`config.mk`:
```
export PLATFORM = sky130hd
export DESIGN_NAME = mode_counter
export DESIGN_NICKNAME = d
export VERILOG_FILES = /design/src/rtl/counter_pkg.sv /design/src/rtl/tick_prescaler.sv /design/src/rtl/mode_counter.sv
export SDC_FILE = /design/constraint.sdc
export NUM_CORES = 1
export LEC_CHECK = 0
export CORE_ASPECT_RATIO = 0.6
export CORE_MARGIN = 5
export CORE_UTILIZATION = 40
export DETAILED_ROUTE_END_ITERATION = 10
export GPL_ROUTABILITY_DRIVEN = 0
export GPL_TIMING_DRIVEN = 1
export PLACE_DENSITY = 0.69
export SLEW_MARGIN = 25
export SYNTH_ARGS = -nofsm -noshare
export SYNTH_HDL_FRONTEND = slang
export SYNTH_SLANG_ARGS = --single-unit
```
`constraint.sdc`:
```
create_clock -name clk -period 2.25 [get_ports clk]
set_input_delay 0.45 -clock clk [delete_from_list [all_inputs] [get_ports clk]]
set_output_delay 0.45 -clock clk [all_outputs]
set_load 0.005 [all_outputs]
```
`src/rtl/counter_pkg.sv`:
```
// Shared types for the mode_counter timebase/sequencer.
package counter_pkg;

  typedef enum logic [1:0] {
    UP_WRAP   = 2'd0,
    DOWN_WRAP = 2'd1,
    PING_PONG = 2'd2,
    UP_SAT    = 2'd3
  } mode_e;

endpackage

```
`src/rtl/tick_prescaler.sv`:
```
// Divides enabled clock cycles down to one step every CLOCKS_PER_INCREMENT cycles.
module tick_prescaler #(
  parameter int CLOCKS_PER_INCREMENT = 1
) (
  input  logic clk,
  input  logic rst,
  input  logic en,
  input  logic clear,
  output logic step
);

  localparam int PW = (CLOCKS_PER_INCREMENT > 1) ? $clog2(CLOCKS_PER_INCREMENT) : 1;
  localparam logic [PW-1:0] LAST = PW'(CLOCKS_PER_INCREMENT - 1);

  logic [PW-1:0] presc;

  assign step = en && (presc == LAST);

  always_ff @(posedge clk) begin
    if (!rst) begin
      presc <= '0;
    end else if (clear || step) begin
      presc <= '0;
    end else if (en) begin
      presc <= presc + PW'(1);
    end else begin
      presc <= presc;
    end
  end

endmodule

```
`src/rtl/mode_counter.sv`:
```
// Bounded MIN..MAX counter with runtime mode, enable, clamped load and terminal-count pulse.
module mode_counter
  import counter_pkg::*;
#(
  parameter int WIDTH                = 8,
  parameter int CLOCKS_PER_INCREMENT = 1,
  parameter int MIN_VALUE            = 0,
  parameter int MAX_VALUE            = 5
) (
  input  logic             clk,
  input  logic             rst,
  input  logic             en,
  input  logic             load,
  input  logic [WIDTH-1:0] load_value,
  input  mode_e            mode,
  output logic [WIDTH-1:0] count,
  output logic             dir,
  output logic             tc
);

  if (MIN_VALUE > MAX_VALUE) begin : g_bad_bounds
    $error("mode_counter: MIN_VALUE must not exceed MAX_VALUE");
  end
  if (longint'(MAX_VALUE) >= (longint'(1) << WIDTH)) begin : g_bad_width
    $error("mode_counter: MAX_VALUE does not fit in WIDTH bits");
  end
  if (CLOCKS_PER_INCREMENT < 1) begin : g_bad_cpi
    $error("mode_counter: CLOCKS_PER_INCREMENT must be at least 1");
  end

  localparam logic [WIDTH-1:0] MIN_V = WIDTH'(MIN_VALUE);
  localparam logic [WIDTH-1:0] MAX_V = WIDTH'(MAX_VALUE);

  logic             step;
  logic             fresh;
  logic             pp_up;
  logic [WIDTH-1:0] count_nxt;
  logic             dir_nxt;
  logic             tc_nxt;
  logic             fresh_nxt;

  function automatic logic [WIDTH-1:0] clamp(input logic [WIDTH-1:0] v);
    if (v < MIN_V) begin
      return MIN_V;
    end else if (v > MAX_V) begin
      return MAX_V;
    end else begin
      return v;
    end
  endfunction

  // Direction a mode implies at value v; ping-pong turns around at either bound.
  function automatic logic mode_dir(input mode_e m, input logic [WIDTH-1:0] v, input logic d);
    case (m)
      UP_WRAP, UP_SAT: return 1'b1;
      DOWN_WRAP:       return 1'b0;
      PING_PONG: begin
        if (v == MAX_V) begin
          return 1'b0;
        end else if (v == MIN_V) begin
          return 1'b1;
        end else begin
          return d;
        end
      end
      default:         return d;
    endcase
  endfunction

  tick_prescaler #(
    .CLOCKS_PER_INCREMENT(CLOCKS_PER_INCREMENT)
  ) u_presc (
    .clk  (clk),
    .rst  (rst),
    .en   (en),
    .clear(load),
    .step (step)
  );

  assign pp_up = mode_dir(PING_PONG, count, dir);

  always_comb begin
    count_nxt = count;
    dir_nxt   = dir;
    tc_nxt    = 1'b0;
    fresh_nxt = fresh;
    if (load) begin
      count_nxt = clamp(load_value);
      dir_nxt   = mode_dir(mode, count_nxt, dir);
      fresh_nxt = 1'b0;
    end else if (step) begin
      fresh_nxt = 1'b0;
      case (mode)
        UP_WRAP: begin
          count_nxt = (count == MAX_V) ? MIN_V : count + WIDTH'(1);
          tc_nxt    = (count == MAX_V);
          dir_nxt   = 1'b1;
        end
        DOWN_WRAP: begin
          count_nxt = (count == MIN_V) ? MAX_V : count - WIDTH'(1);
          tc_nxt    = (count == MIN_V);
          dir_nxt   = 1'b0;
        end
        PING_PONG: begin
          // Bounds are re-checked so a single-value range never over/underflows.
          if (pp_up && (count < MAX_V)) begin
            count_nxt = count + WIDTH'(1);
          end else if (!pp_up && (count > MIN_V)) begin
            count_nxt = count - WIDTH'(1);
          end else begin
            count_nxt = count;
          end
          tc_nxt  = (count_nxt == MAX_V) || (count_nxt == MIN_V);
          dir_nxt = mode_dir(PING_PONG, count_nxt, pp_up);
        end
        UP_SAT: begin
          if (count < MAX_V) begin
            count_nxt = count + WIDTH'(1);
            tc_nxt    = (count_nxt == MAX_V);
          end else begin
            count_nxt = MAX_V;
            tc_nxt    = fresh;
          end
          dir_nxt = 1'b1;
        end
        default: begin
          count_nxt = count;
        end
      endcase
    end else begin
      dir_nxt = mode_dir(mode, count, dir);
    end
  end

  always_ff @(posedge clk) begin
    if (!rst) begin
      count <= MIN_V;
      dir   <= 1'b1;
      tc    <= 1'b0;
      fresh <= 1'b1;
    end else begin
      count <= count_nxt;
      dir   <= dir_nxt;
      tc    <= tc_nxt;
      fresh <= fresh_nxt;
    end
  end

endmodule
```
Yosys cells after proc, flatten, opt, wreduce, memory -nomap -nowiden
Cells that the tools add are included.
- register bits: 12
- output and inout port bits: 10
- add/sub/neg operators: 3
- $lt $le $gt $ge: 4
- eq/ne operators: 8
- mux-type cells: 29
- bitwise operators: 3
- reduce and logical (&&, ||, !) cells: 14
- operators with widths (operator ; number):
    $mux 8 ; 13
    $eq 8x3->1 const B ; 4
    $pmux 8 s4 ; 1
    $logic_not 8->1 ; 3
    $mux 1 ; 11
    $pmux 1 s3 ; 3
    $add 8x1->8 const B ; 1
    $gt 8x1->1 const B ; 1
    $gt 8x3->1 const B ; 1
    $lt 8x1->1 const B ; 1
    $lt 8x3->1 const B ; 1
    $sub 8x1->8 const B ; 1
    $eq 2x2->1 const B ; 2
    $ne 4x4->1 const B ; 1
    $pmux 1 s4 ; 1
    $reduce_or 2->1 ; 2
    $logic_and 1x1->1 ; 3
    $not 1->1 ; 3
    $reduce_or 3->1 ; 1
    $eq 2x1->1 const B ; 1
    $logic_not 2->1 ; 1
    $logic_or 1x1->1 ; 2
    $reduce_bool 2->1 ; 1
    $add 1x1->1 const B ; 1
    $logic_not 1->1 ; 1

Depth between registers and ports, before layout
- depth in word-level cells: 16
- mapped depth: 10

Modules after synthesis
Synthesis repeated with hierarchy kept, for this count alone.
- cells, all modules: 199
- area total of the unflattened synthesis: 1410.1 um^2
- modules (own cells, without submodules) (module ; instances ; cells an instance ; area each (um^2)):
    mode_counter ; 1 ; 196 ; 1371.3
    tick_prescaler ; 1 ; 3 ; 38.8

Worst setup path after synthesis
No wires, ideal clock.
- path kind: register to register
- start point: register count[0]
- end point: register dir
- data arrival time: 2.214 ns
- data required time: 2.176 ns
- path slack: -0.038 ns
- stages on the path, launching flop included: 11
- period minus slack after synthesis: 2.288 ns
- cells stage by stage: dfxtp_1 clkbuf_1 inv_1 ha_1 clkbuf_1 nor4b_1 mux2i_1 nor4_1 o21a_1 nand4b_1 a31oi_1
- cells in the longest elaborated chain, start to end: 16
- ends and longest elaborated chain (item ; RTL line ; text):
    start: declaration ; mode_counter.sv:16 ; output logic [WIDTH-1:0] count,
    start signal: assignment ; mode_counter.sv:142 ; count <= count_nxt;
    parallel branches: the longest is 14 deep, another holds $gt 8x1->1 ; n/a ;
    $mux 1 (*) ; mode_counter.sv:91 ; end else if (step) begin
    $mux 1 (*) ; mode_counter.sv:87 ; if (load) begin
    end signal: assignment ; mode_counter.sv:143 ; dir <= dir_nxt;
    end: declaration ; mode_counter.sv:17 ; output logic dir,
Mark *: on every way between the ends. The select of a mux whose other input is x is not followed.
A chain may end at the register's enable or synchronous reset.

Worst setup path after layout
- start point: input mode[0]
- end point: register count[4]
- cells in the longest elaborated chain, start to end: 4
- ends and longest elaborated chain (item ; RTL line ; text):
    start: declaration ; mode_counter.sv:15 ; input mode_e mode,
    $eq 2x2->1, or another cell as far along ; mode_counter.sv:93 ; case (mode)
    $pmux 8 s4 (*) ; mode_counter.sv:93 ;
    $mux 8 (*) ; mode_counter.sv:91 ;
    $mux 8 (*) ; mode_counter.sv:87 ;
Every way passes the cells marked *; elsewhere a longest branch is shown, timed or not. The select of a mux whose other input is x is not followed.

==> impl_metrics.yaml <==
global_routing:
  grt_pass1_vias: 2038
  grt_util_all_layers: 0.2415
  grt_pass1_wl_um: 10360
  overflow: 0
  antenna_found_initial: 0
  grt_max_degree: 13
timing:
  clock.fmax_mhz: 446.5
  period_needed_ns: 2.240
  fin_skew_ns: 0.009799
  hold_viol: 0
  maxSlewViolCount: 0
  rsz0062_at_grt: "yes"
  finalSetupTns_ns: 0
  worst_pin_slew_ns: 0.5317
  setup_viol: 0
  period_share: 0.9955
  slew_headroom: 0.6451
critical_path:
  worst_ep_arrival_time_ns: 2.39
  crit_path_max_fanout: 3
  critical_path_class: "in -> reg"
  r2r_cells: 8
  regToRegEndpoint: "dir$_SDFFE_PN1P_"
  startpoint_type: "input pin"
  rrSetupSlack_ns: 0.04
  crit_required_ns: 2.40
  rr_startpoint: "count[7]$_SDFFE_PN0P_"
  cp-end-kind: "register"
worst_hold_path:
  min_from: "fresh$_SDFFE_PN1P_"
  hold_path.class: "reg -> reg"
  hold_end: "fresh$_SDFFE_PN1P_"
  whs_path_depth: 2
power_and_ir_drop:
  powerDensity_nw_per_um2: 424.2
  cellLeakagePower_nw: 1.008
  peakVddDrop_uv: 267.9
  p_total_mw: 1.040
clocking:
  cts_tree: "built"
  cts_sinks: 12
  clockRootBuffer: "clkbuf_8"
  path_clk_slew_ns: 0.07
  ctsHoldBuffers: 0
  clk_latency_ns: 0.26
  cts_buffers: 3
  htreeDepth: 1
  cts_buffer_depth: 2
floorplan:
  rows: 17
  core-area_um2: 3786
  ios: 24
  fp.dieH_um: 59.30
  start_util: 0.4280
  die_w_um: 92.17
  design.die.area_um2: 5465
drt:
  routed_via_density: 6.395
  drtAntennaViolNets: 0
  route.detailed.drc: 0
  vias: 2219
  detail_route.iter0.violations: 273
  routed_wl_um: 6764
  wl_per_cell_um: 19.49
  firstDrtPassIters: 5
synth:
  syn_nets: 246
  seq_area_frac_synth: 0.1483
  async_flop_share: 0
  synth_ff_type: "dfxtp_1"
  syn-cell-area_um2: 1620
  synth_top_area_frac: 0.1483
  synth_edf_count: 0
  synth_cell_types: 63
  syn_inst: 225
  yosysWarnings: 0
  synth_area_per_cell_um2: 7.201
  synth_area_leader_cell: "dfxtp_1"
  netlist_top_cells_area: "dfxtp_1 15%, ha_1 5.4%, nand2_1 4.4%"
  ys_ff_latch: 12
layout:
  drive_gt1_frac: 0.3167
  final_util: 0.6477
  diodes: 0
  fin_cells: 347
  fin_nets: 322
  syn2layout_area_growth_pct: 51.35
  finalInstanceArea_um2: 2452
placement:
  dp_hpwl_um: 4937
  numPlacedInstances: 336
  postPlaceCellArea_um2: 2275
  placement.io_buffers: 23
run_status:
  status: "completed"
run:
  cap_violations: 0
[placed cells by master (no fill, tap or decap), types with 3 or more instances in the layout]
master / netlist / routed
o21ai_0: 13 / 11
nor3_1: 10 / 10
clkdlybuf4s50_1: 0 / 23
buf_4: 0 / 65
a31oi_1: 8 / 8
nand3_1: 8 / 8
nor3b_1: 3 / 3
a311oi_1: 3 / 3
xnor2_1: 4 / 4
o21a_1: 3 / 3
clkbuf_8: 0 / 4
nor2b_1: 4 / 4
o211ai_1: 3 / 3
nand4_1: 4 / 4
dfxtp_1: 12 / 11
or4_1: 4 / 4
nand2_1: 19 / 18
or3_1: 5 / 4
a221oi_1: 3 / 3
nor2_1: 16 / 16
nor4_1: 3 / 3
inv_1: 12 / 10
ha_1: 7 / 5
a21oi_1: 11 / 9
[state kept, by name (all words and copies together) (netlist names)]
name and flops:
dir 1, tc 1, fresh 1, u_presc.presc 1, count 8
[worst max path at each step]
stage                               start                    end  cells after the start
floorplan           count[0]$_SDFFE_PN0P_       dir$_SDFFE_PN1P_                      9
global placement    count[1]$_SDFFE_PN0P_  count[2]$_SDFFE_PN0P_                      8
detailed placement  count[1]$_SDFFE_PN0P_  count[2]$_SDFFE_PN0P_                      8
CTS                 count[7]$_SDFFE_PN0P_  count[7]$_SDFFE_PN0P_                      6
global route                      mode[1]  count[7]$_SDFFE_PN0P_                      9
finish                            mode[0]  count[4]$_SDFFE_PN0P_                      9
[timing repair]
action	CTS	global route
setup endpoints to repair	8	9
cloned	0	0
buffers inserted	0	7
pin swaps	0	9
resized for setup	5	17
[area by class of cell]
| type | instances | area, um^2 |
|---|---|---|
| multi-input combinational | 182 | 1309 |
| fill | 315 | 1334 |
| sequential | 12 | 241.5 |
| clock buffer | 4 | 55.05 |
| inverter | 12 | 47.55 |
| tap | 47 | 58.81 |
| timing repair buffer | 90 | 740.7 |
[worst max-delay path: stages]
cell             delay, ns
clkdlybuf4s50_1       0.52
inv_1                 0.10
ha_1                  0.23
nor2b_1               0.14
o211a_1               0.27
o211ai_1              0.27
o31ai_2               0.12
a22oi_1               0.23
nor2b_1               0.07
[metal layers]
metal	share of wire	track usage	routed length, um	vias up
li1	-	-	-	1010
met1	0.43	0.3261	2918	1027
met2	0.42	0.3683	2815	156
met3	0.12	0.07614	824	26
met4	0.030	0.07611	206	0
met5	0	0	0	-
[cell usage after synthesis (all sizes together), types with 2 or more instances]
master,count
a211oi,3
a21o,2
a21oi,11
a221oi,3
a311oi,3
a31oi,10
a32oi,2
and3,2
buf,7
clkbuf,12
dfxtp,12
ha,7
inv,12
mux2i,2
nand2,19
nand2b,2
nand3,8
nand4,4
nor2,16
nor2b,4
nor3,11
nor3b,3
nor4,3
nor4b,3
o211a,2
o211ai,3
o21a,3
o21ai,14
o221ai,2
o31a,2
o31ai,2
o41ai,2
or3,6
or4,4
or4b,2
xnor2,4
xor2,2
[stage by stage]
step                hold slack [ns]  setup slack [ns]
detailed placement           0.4719           -0.1813
global placement             0.4582           -0.1560
global route                 0.4964          -0.08450
CTS                          0.4827           0.02997
finish                       0.4831           0.01023
floorplan                    0.4227           0.01989
[cell families after synthesis]
| group | Yosys count | synth area share |
|---|---|---|
| simple gates | 92 | 0.3243 |
| xor+xnor | 6 | 0.03243 |
| compound gates | 74 | 0.3375 |
| flops | 12 | 0.1483 |
| buf+inv | 31 | 0.08416 |
| mux | 3 | 0.01931 |
| fa+ha+maj | 7 | 0.05405 |
[power by group]
part | internal, mW | total (mW) | switching [mW]
Sequential | 0.223 | 0.241 | 0.0179
Clock | 0.156 | 0.261 | 0.105
Combinational | 0.269 | 0.539 | 0.270
Note: power is estimated with default switching activity, not from simulation.
